**src/rtl/cpu_run_pkg.sv**
```systemverilog
// Shared types and constants for the CPU run sequencer: FSM state encoding and seven-segment codes.
// Latency: n/a (declarations only).
// Backpressure: n/a.
package cpu_run_pkg;

  typedef enum logic [2:0] {
    ST_IDLE    = 3'd0,
    ST_RST     = 3'd1,
    ST_RUN     = 3'd2,
    ST_DONE    = 3'd3,
    ST_TIMEOUT = 3'd4
  } run_state_t;

  // Active-low segment codes, bit order {g,f,e,d,c,b,a}
  localparam logic [6:0] SEG_OFF  = 7'h7F;
  localparam logic [6:0] SEG_ZERO = 7'h40;

  // Entry n is the pattern for hex digit n (entry 15 listed first)
  localparam logic [15:0][6:0] HEX_SEG_TBL = {
    7'h0E, 7'h06, 7'h21, 7'h46, 7'h03, 7'h08, 7'h10, 7'h00,
    7'h78, 7'h02, 7'h12, 7'h19, 7'h30, 7'h24, 7'h79, 7'h40
  };

  function automatic logic [6:0] hex_to_seg(input logic [3:0] nib);
    return HEX_SEG_TBL[nib];
  endfunction

endpackage

```
**src/rtl/hex7seg.sv**
```systemverilog
// Hex digit to active-low seven-segment pattern {g,f,e,d,c,b,a}.
// Latency: combinational.
// Backpressure: none.
module hex7seg
  import cpu_run_pkg::*;
(
  input  logic [3:0] nib,
  output logic [6:0] seg
);

  assign seg = hex_to_seg(nib);

endmodule

```
**src/rtl/cpu_run_sequencer.sv**
```systemverilog
// Start-switch debounce, CPU reset window, run watch (halt write / cycle budget), result latch.
// Latency: launch to cpu_reset low RST_CYCLES+1 clocks; halt write to done 1 clock; all outputs registered.
// Backpressure: none; CPU is stalled via cpu_rdy outside RUN. Optional decoders: CPU_RUN_SEG_DECODE_EN.
module cpu_run_sequencer
  import cpu_run_pkg::*;
#(
  parameter int          SYNC_STAGES     = 2,
  parameter int          DEBOUNCE_CYCLES = 16,
  parameter int          RST_CYCLES      = 8,
  parameter logic [15:0] HALT_ADDR       = 16'hFFF0,
  parameter logic [31:0] MAX_CYCLES      = 32'd100000
) (
  input  logic        clk,
  input  logic        reset,
  input  logic        start,
  input  logic [15:0] cpu_ab,
  input  logic        cpu_we,
  input  logic [7:0]  cpu_do,
  output logic        cpu_reset,
  output logic        cpu_rdy,
  output logic        busy,
  output logic        done,
  output logic        timeout,
  output logic [31:0] disp_val,
  output logic [6:0]  seg0,
  output logic [6:0]  seg1,
  output logic [6:0]  seg2,
  output logic [6:0]  seg3,
  output logic [6:0]  seg4,
  output logic [6:0]  seg5,
  output logic [6:0]  seg6,
  output logic [6:0]  seg7
);

  localparam int DB_W  = (DEBOUNCE_CYCLES > 1) ? $clog2(DEBOUNCE_CYCLES) : 1;
  localparam int RST_W = (RST_CYCLES > 1) ? $clog2(RST_CYCLES) : 1;

  localparam logic [DB_W-1:0]  DB_LAST      = DB_W'(DEBOUNCE_CYCLES - 1);
  localparam logic [RST_W-1:0] RST_CNT_LOAD = RST_W'(RST_CYCLES - 1);
  localparam logic [31:0]      TIMEOUT_AT   = MAX_CYCLES - 32'd1;

  logic [SYNC_STAGES-1:0] sync_q;
  logic                   start_s;
  logic                   start_db;
  logic                   start_db_prev;
  logic [DB_W-1:0]        db_cnt;
  logic                   launch;
  logic                   abort;
  logic                   halt;

  run_state_t             state;
  logic [RST_W-1:0]       rst_cnt;
  logic [31:0]            cycle_cnt;

  assign start_s = sync_q[SYNC_STAGES-1];
  assign launch  = start_db & ~start_db_prev;
  assign abort   = ~start_db & start_db_prev;
  assign halt    = cpu_we && (cpu_ab == HALT_ADDR);

  // Bring the raw switch into the clk domain
  always_ff @(posedge clk) begin
    if (reset) sync_q <= '0;
    else       sync_q <= {sync_q[SYNC_STAGES-2:0], start};
  end

  // Accept a new start level only after it has differed for DEBOUNCE_CYCLES consecutive cycles
  always_ff @(posedge clk) begin
    if (reset) begin
      start_db      <= 1'b0;
      start_db_prev <= 1'b0;
      db_cnt        <= '0;
    end else begin
      start_db_prev <= start_db;
      if (start_s != start_db) begin
        if (db_cnt == DB_LAST) begin
          start_db <= start_s;
          db_cnt   <= '0;
        end else begin
          db_cnt <= db_cnt + 1'b1;
        end
      end else begin
        db_cnt <= '0;
      end
    end
  end

  // Run FSM; outputs are set together with the state they belong to, so they are registered
  always_ff @(posedge clk) begin
    if (reset) begin
      state     <= ST_IDLE;
      rst_cnt   <= '0;
      cycle_cnt <= '0;
      cpu_reset <= 1'b1;
      cpu_rdy   <= 1'b0;
      busy      <= 1'b0;
      done      <= 1'b0;
      timeout   <= 1'b0;
      disp_val  <= '0;
    end else begin
      case (state)
        ST_IDLE: begin
          if (launch) begin
            state     <= ST_RST;
            rst_cnt   <= RST_CNT_LOAD;
            cycle_cnt <= '0;
            busy      <= 1'b1;
          end
        end
        ST_RST: begin
          if (abort) begin
            state <= ST_IDLE;
            busy  <= 1'b0;
          end else if (rst_cnt == '0) begin
            state     <= ST_RUN;
            cpu_reset <= 1'b0;
            cpu_rdy   <= 1'b1;
          end else begin
            rst_cnt <= rst_cnt - 1'b1;
          end
        end
        ST_RUN: begin
          // Saturate rather than wrap so a huge budget never aliases back to zero
          if (cycle_cnt != '1) cycle_cnt <= cycle_cnt + 32'd1;
          // Halt beats timeout beats abort when they land in the same cycle
          if (halt) begin
            state     <= ST_DONE;
            disp_val  <= {cpu_do, cycle_cnt[23:0]};
            cpu_reset <= 1'b1;
            cpu_rdy   <= 1'b0;
            busy      <= 1'b0;
            done      <= 1'b1;
          end else if (cycle_cnt == TIMEOUT_AT) begin
            state     <= ST_TIMEOUT;
            disp_val  <= {16'hDEAD, cycle_cnt[15:0]};
            cpu_reset <= 1'b1;
            cpu_rdy   <= 1'b0;
            busy      <= 1'b0;
            timeout   <= 1'b1;
          end else if (abort) begin
            state     <= ST_IDLE;
            cpu_reset <= 1'b1;
            cpu_rdy   <= 1'b0;
            busy      <= 1'b0;
          end
        end
        ST_DONE, ST_TIMEOUT: begin
          // Result is held until the operator relaunches; switching off is not an abort here
          if (launch) begin
            state     <= ST_RST;
            rst_cnt   <= RST_CNT_LOAD;
            cycle_cnt <= '0;
            busy      <= 1'b1;
            done      <= 1'b0;
            timeout   <= 1'b0;
          end
        end
        default: begin
          state     <= ST_IDLE;
          cpu_reset <= 1'b1;
          cpu_rdy   <= 1'b0;
          busy      <= 1'b0;
          done      <= 1'b0;
          timeout   <= 1'b0;
        end
      endcase
    end
  end

`ifdef CPU_RUN_SEG_DECODE_EN
  logic [7:0][6:0] seg_dec;
  logic [7:0][6:0] seg_q;

  for (genvar gi = 0; gi < 8; gi++) begin : g_dec
    hex7seg u_hex7seg (
      .nib (disp_val[gi*4 +: 4]),
      .seg (seg_dec[gi])
    );
  end

  // Register decoded digits so the segment pins stay glitch-free
  always_ff @(posedge clk) begin
    if (reset) seg_q <= {8{SEG_ZERO}};
    else       seg_q <= seg_dec;
  end

  assign seg0 = seg_q[0];
  assign seg1 = seg_q[1];
  assign seg2 = seg_q[2];
  assign seg3 = seg_q[3];
  assign seg4 = seg_q[4];
  assign seg5 = seg_q[5];
  assign seg6 = seg_q[6];
  assign seg7 = seg_q[7];
`else
  assign seg0 = SEG_OFF;
  assign seg1 = SEG_OFF;
  assign seg2 = SEG_OFF;
  assign seg3 = SEG_OFF;
  assign seg4 = SEG_OFF;
  assign seg5 = SEG_OFF;
  assign seg6 = SEG_OFF;
  assign seg7 = SEG_OFF;
`endif

endmodule

```
**config.mk**
```make
export PLATFORM = sky130hd
export DESIGN_NAME = cpu_run_sequencer
export DESIGN_NICKNAME = d
export VERILOG_FILES = /design/src/rtl/cpu_run_pkg.sv /design/src/rtl/hex7seg.sv /design/src/rtl/cpu_run_sequencer.sv
export SDC_FILE = /design/constraint.sdc
export NUM_CORES = 1
export LEC_CHECK = 0
export BUFFER_PORTS_ARGS = -buffer_cell sky130_fd_sc_hd__buf_2
export CAP_MARGIN = 20
export CORE_UTILIZATION = 52
export CTS_CLUSTER_SIZE = 16
export DETAILED_ROUTE_END_ITERATION = 7
export GPL_ROUTABILITY_DRIVEN = 0
export GPL_TIMING_DRIVEN = 0
export PLACE_DENSITY = 0.8
export SLEW_MARGIN = 20
export SYNTH_ARGS = -nofsm -noshare
export SYNTH_HDL_FRONTEND = slang
export SYNTH_SLANG_ARGS = --single-unit
export TNS_END_PERCENT = 50
```
**constraint.sdc**
```tcl
create_clock -name clk -period 2.4 [get_ports clk]
set_input_delay 0.36 -clock clk [delete_from_list [all_inputs] [get_ports clk]]
set_output_delay 0.36 -clock clk [all_outputs]
set_load 0.005 [all_outputs]
```
==> impl_metrics.csv <==
group,metric,value,unit
final_layout,final_layout_size_suffix_gt1_frac,0.2676,
timing,fin_crit,2.262,ns
floorplan,initial_core_util,0.5413,
drt,wl,9.750,mm
floorplan,die_x,92.16,µm
logic_synthesis,synth_edf_count,0,
clock_network,cts_tree,"built",
floorplan,die_h,92.16,µm
worst_setup_path,cp-start-kind,"register",
logic_synthesis,ys_types,57,
timing,worst_slack,0.1379,ns
drt,drc_errors,0,
final_layout,fin_area,0.005142,mm²
worst_setup_path,cp.required,2.63,ns
drt,vias,3852,
drt,first_pass_iters,4,
worst_setup_path,r2r_start,"cycle_cnt[0]$_SDFFE_PP0P_",
timing,tightest_slew,0.6401,ns
worst_hold_path,hp-start,"start",
global_route,grt_max_degree,15,
place,portBuffers,63,
worst_hold_path,min_to,"sync_q[0]$_SDFF_PP0_",
final_layout,nFillCells,670,
place,dpl-instance-area,0.004876,mm²
worst_setup_path,r2r-end,"cycle_cnt[13]$_SDFFE_PP0P_",
clock_network,clk_pin_slew,0.09,ns
floorplan,design.core.area,0.007807,mm²
global_route,antenna_found_initial,0,
worst_hold_path,hp-class,"input pin to register",
clock_network,clkLatencyLatePin,0.35,ns
logic_synthesis,netlist_area,0.004227,mm²
worst_setup_path,regToRegSetupSlack,0.14,ns
timing,finalSetupViolations,0,
clock_network,postCtsSetupRepairBufs,0,
drt,drtIter0Drc,225,
logic_synthesis,ys_seq_elements,83,
worst_setup_path,r2r.worst_path.cells,9,
final_layout,final_cells,741,
clock_network,cts_resized,1,
logic_synthesis,synth_ff_type,"dfxtp_1",
place,place_inst,725,
clock_network,cts.sinks,83,
final_layout,diodes,0,
clock_network,cts.root.buffer_cell,"clkbuf_8",
logic_synthesis,yosysSeqAreaShare,0.3931,
job,drv_cap,0,
timing,fmax,0.4421,GHz
timing,period_share,0.9426,
worst_setup_path,cp_max_fo,10,
final_layout,areaGrowthSynthToFinish,21.67,%
clock_network,cts_buffers,9,
floorplan,rows,32,
logic_synthesis,async_flop_share,0,
worst_hold_path,hold_depth,2,
clock_network,htree_levels,3,
worst_setup_path,path_class,"register to register",
power,p_leak,2.080,nW
logic_synthesis,avgSynthCellArea,8.369,µm²
global_route,gr-total-overflow,0,
logic_synthesis,synthCells,505,
place,dp_slack,-0.1249,ns
global_route,grt_pass1_vias,3556,
final_layout,fin_util,0.6587,
timing,whs,0.2144,ns
clock_network,clockBufferDepth,2,
power,cellPowerDensity,627.6,mW/mm²
worst_setup_path,arrival,2.49,ns
timing,slew_headroom,0.5728,
global_route,grt_first_pass_wirelength,16.28,mm
timing,finalClockSkew,0.009878,ns
place,dpl.hpwl,7.107,mm
outcome,outcome,"finished clean",
timing,tns,0,ns
floorplan,dieArea,0.008493,mm²
logic_synthesis,yosysWarnings,0,
final_layout,fin_nets,666,
worst_setup_path,endpoint_kind,"register",
timing,finalMaxSlewViolations,0,
clock_network,cts_hold_buffers,0,
timing,grt_setup_unrepaired,"false",
power,totalPowerFinal,3.228,mW
drt,route.antenna.remaining_nets,0,
drt,routedWlPerCell,13.16,µm
floorplan,num_io_pins,121,
global_route,grt_use_total,0.2383,
timing,hold_violations,0,
power,vdd_drop_max,0.3346,mV
drt,detail_route.vias_per_cell,5.198,
## worst max-delay path by stage
stage / from / endpoint / slack, ns / depth (start not counted)
floorplan: cycle_cnt[0]$_SDFFE_PP0P_ / cycle_cnt[6]$_SDFFE_PP0P_ / 0.41 / 9
global placement: cycle_cnt[0]$_SDFFE_PP0P_ / disp_val[26]$_SDFFE_PP0P_ / -0.07 / 8
detailed placement: cycle_cnt[0]$_SDFFE_PP0P_ / disp_val[27]$_SDFFE_PP0P_ / -0.12 / 8
CTS: cycle_cnt[0]$_SDFFE_PP0P_ / disp_val[27]$_SDFFE_PP0P_ / 0.09 / 8
global route: cycle_cnt[0]$_SDFFE_PP0P_ / disp_val[27]$_SDFFE_PP0P_ / 0.004 / 8
finish: cycle_cnt[0]$_SDFFE_PP0P_ / cycle_cnt[13]$_SDFFE_PP0P_ / 0.14 / 9
## registers in the layout, indices dropped and copies added, names as in the netlist
name,flops
timeout,1
done,1
start_db_prev,1
db_cnt,4
state,3
sync_q,2
cpu_reset,1
cpu_rdy,1
busy,1
cycle_cnt,32
disp_val,32
start_db,1
rst_cnt,3
## Yosys cell counts, drive strengths merged (2+ instances only)
| library cell | number | area [µm²] |
|---|---|---|
| dfxtp | 83 | 1662 |
| buf | 70 | 523.0 |
| nand2 | 67 | 254.0 |
| nor2 | 54 | 202.7 |
| a21oi | 27 | 138.9 |
| nand3 | 22 | 170.2 |
| nand4 | 18 | 133.9 |
| xor2 | 16 | 140.1 |
| nor3 | 13 | 65.06 |
| o21ai | 12 | 67.56 |
| clkbuf | 10 | 37.54 |
| and3 | 9 | 56.30 |
| nor4 | 9 | 56.30 |
| xnor2 | 9 | 78.83 |
| a31oi | 8 | 50.05 |
| inv | 8 | 30.03 |
| a211oi | 6 | 45.04 |
| and4 | 6 | 56.30 |
| o21a | 6 | 45.04 |
| or3 | 6 | 37.54 |
| a22oi | 5 | 37.54 |
| nor2b | 5 | 31.28 |
| or4 | 5 | 41.29 |
| ha | 4 | 50.05 |
| o211ai | 4 | 30.03 |
| a21o | 3 | 22.52 |
| and2 | 3 | 18.77 |
| nand2b | 2 | 12.51 |
| nor3b | 2 | 26.28 |
| or2 | 2 | 12.51 |
## logic make-up after synthesis
logic type,Yosys count,share of synthesized area
muxes,1,0.002368
buffers and inverters,88,0.1397
DFF,83,0.3931
xor gates and xnor gates,25,0.05181
adders and majority gates,4,0.01184
other,1,0.0008872
and+or+nand+nor,225,0.2824
AOI/OAI and AO/OA,78,0.1178
## where the power goes
part | internal [mW] | leakage (nW) | switching [mW]
logic | 0.213 | 1.30 | 0.335
registers | 1.41 | 0.669 | 0.0308
clock network | 0.719 | 0.115 | 0.516
total | 2.35 | 2.08 | 0.882
## routing by layer
layer	global-route usage	vias to the layer above	wire length (µm)
li1	-	1899	-
met1	0.2947	1796	4147
met2	0.3999	127	4905
met3	0.05224	30	457
met4	0.09766	0	241
met5	0	-	0
## cell usage in the layout, fill, tap and decap left out, drive strengths merged, types with 6 or more instances in the layout
| cell type | synthesis | routed |
|---|---|---|
| nor3 | 13 | 13 |
| and3 | 9 | 9 |
| clkbuf | 10 | 19 |
| dfxtp | 83 | 83 |
| a31oi | 8 | 8 |
| o21a | 6 | 6 |
| and4 | 6 | 6 |
| buf | 70 | 134 |
| xnor2 | 9 | 9 |
| nand3 | 22 | 22 |
| a211oi | 6 | 6 |
| nand4 | 18 | 18 |
| conb | 1 | 56 |
| a21oi | 27 | 27 |
| nand2 | 67 | 67 |
| o21ai | 12 | 12 |
| nor4 | 9 | 9 |
| or3 | 6 | 6 |
| nor2 | 54 | 54 |
| xor2 | 16 | 16 |
| inv | 8 | 8 |
## critical path, stage by stage (launching register included)
cell and delay (ns):
dfxtp_1 0.41, ha_1 0.26, and3_1 0.24, nand4_1 0.12
or4_4 0.50, buf_6 0.16, buf_8 0.15, nand3_2 0.08
xor2_1 0.16, nor2_1 0.05
## area by class of cell
class | instances | area, µm² | share of cell area
Clock buffer | 10 | 137.6 | 0.02676
Tap cell | 102 | 127.6 | 0.02482
Buffer | 80 | 563.0 | 0.1095
Sequential cell | 83 | 1662 | 0.3231
Clock inverter | 6 | 112.6 | 0.02190
Timing Repair Buffer | 63 | 315.3 | 0.06131
Multi-Input combinational cell | 389 | 2195 | 0.4268
Inverter | 8 | 30.03 | 0.005839
No activity file was read; power rests on OpenSTA's default activity.
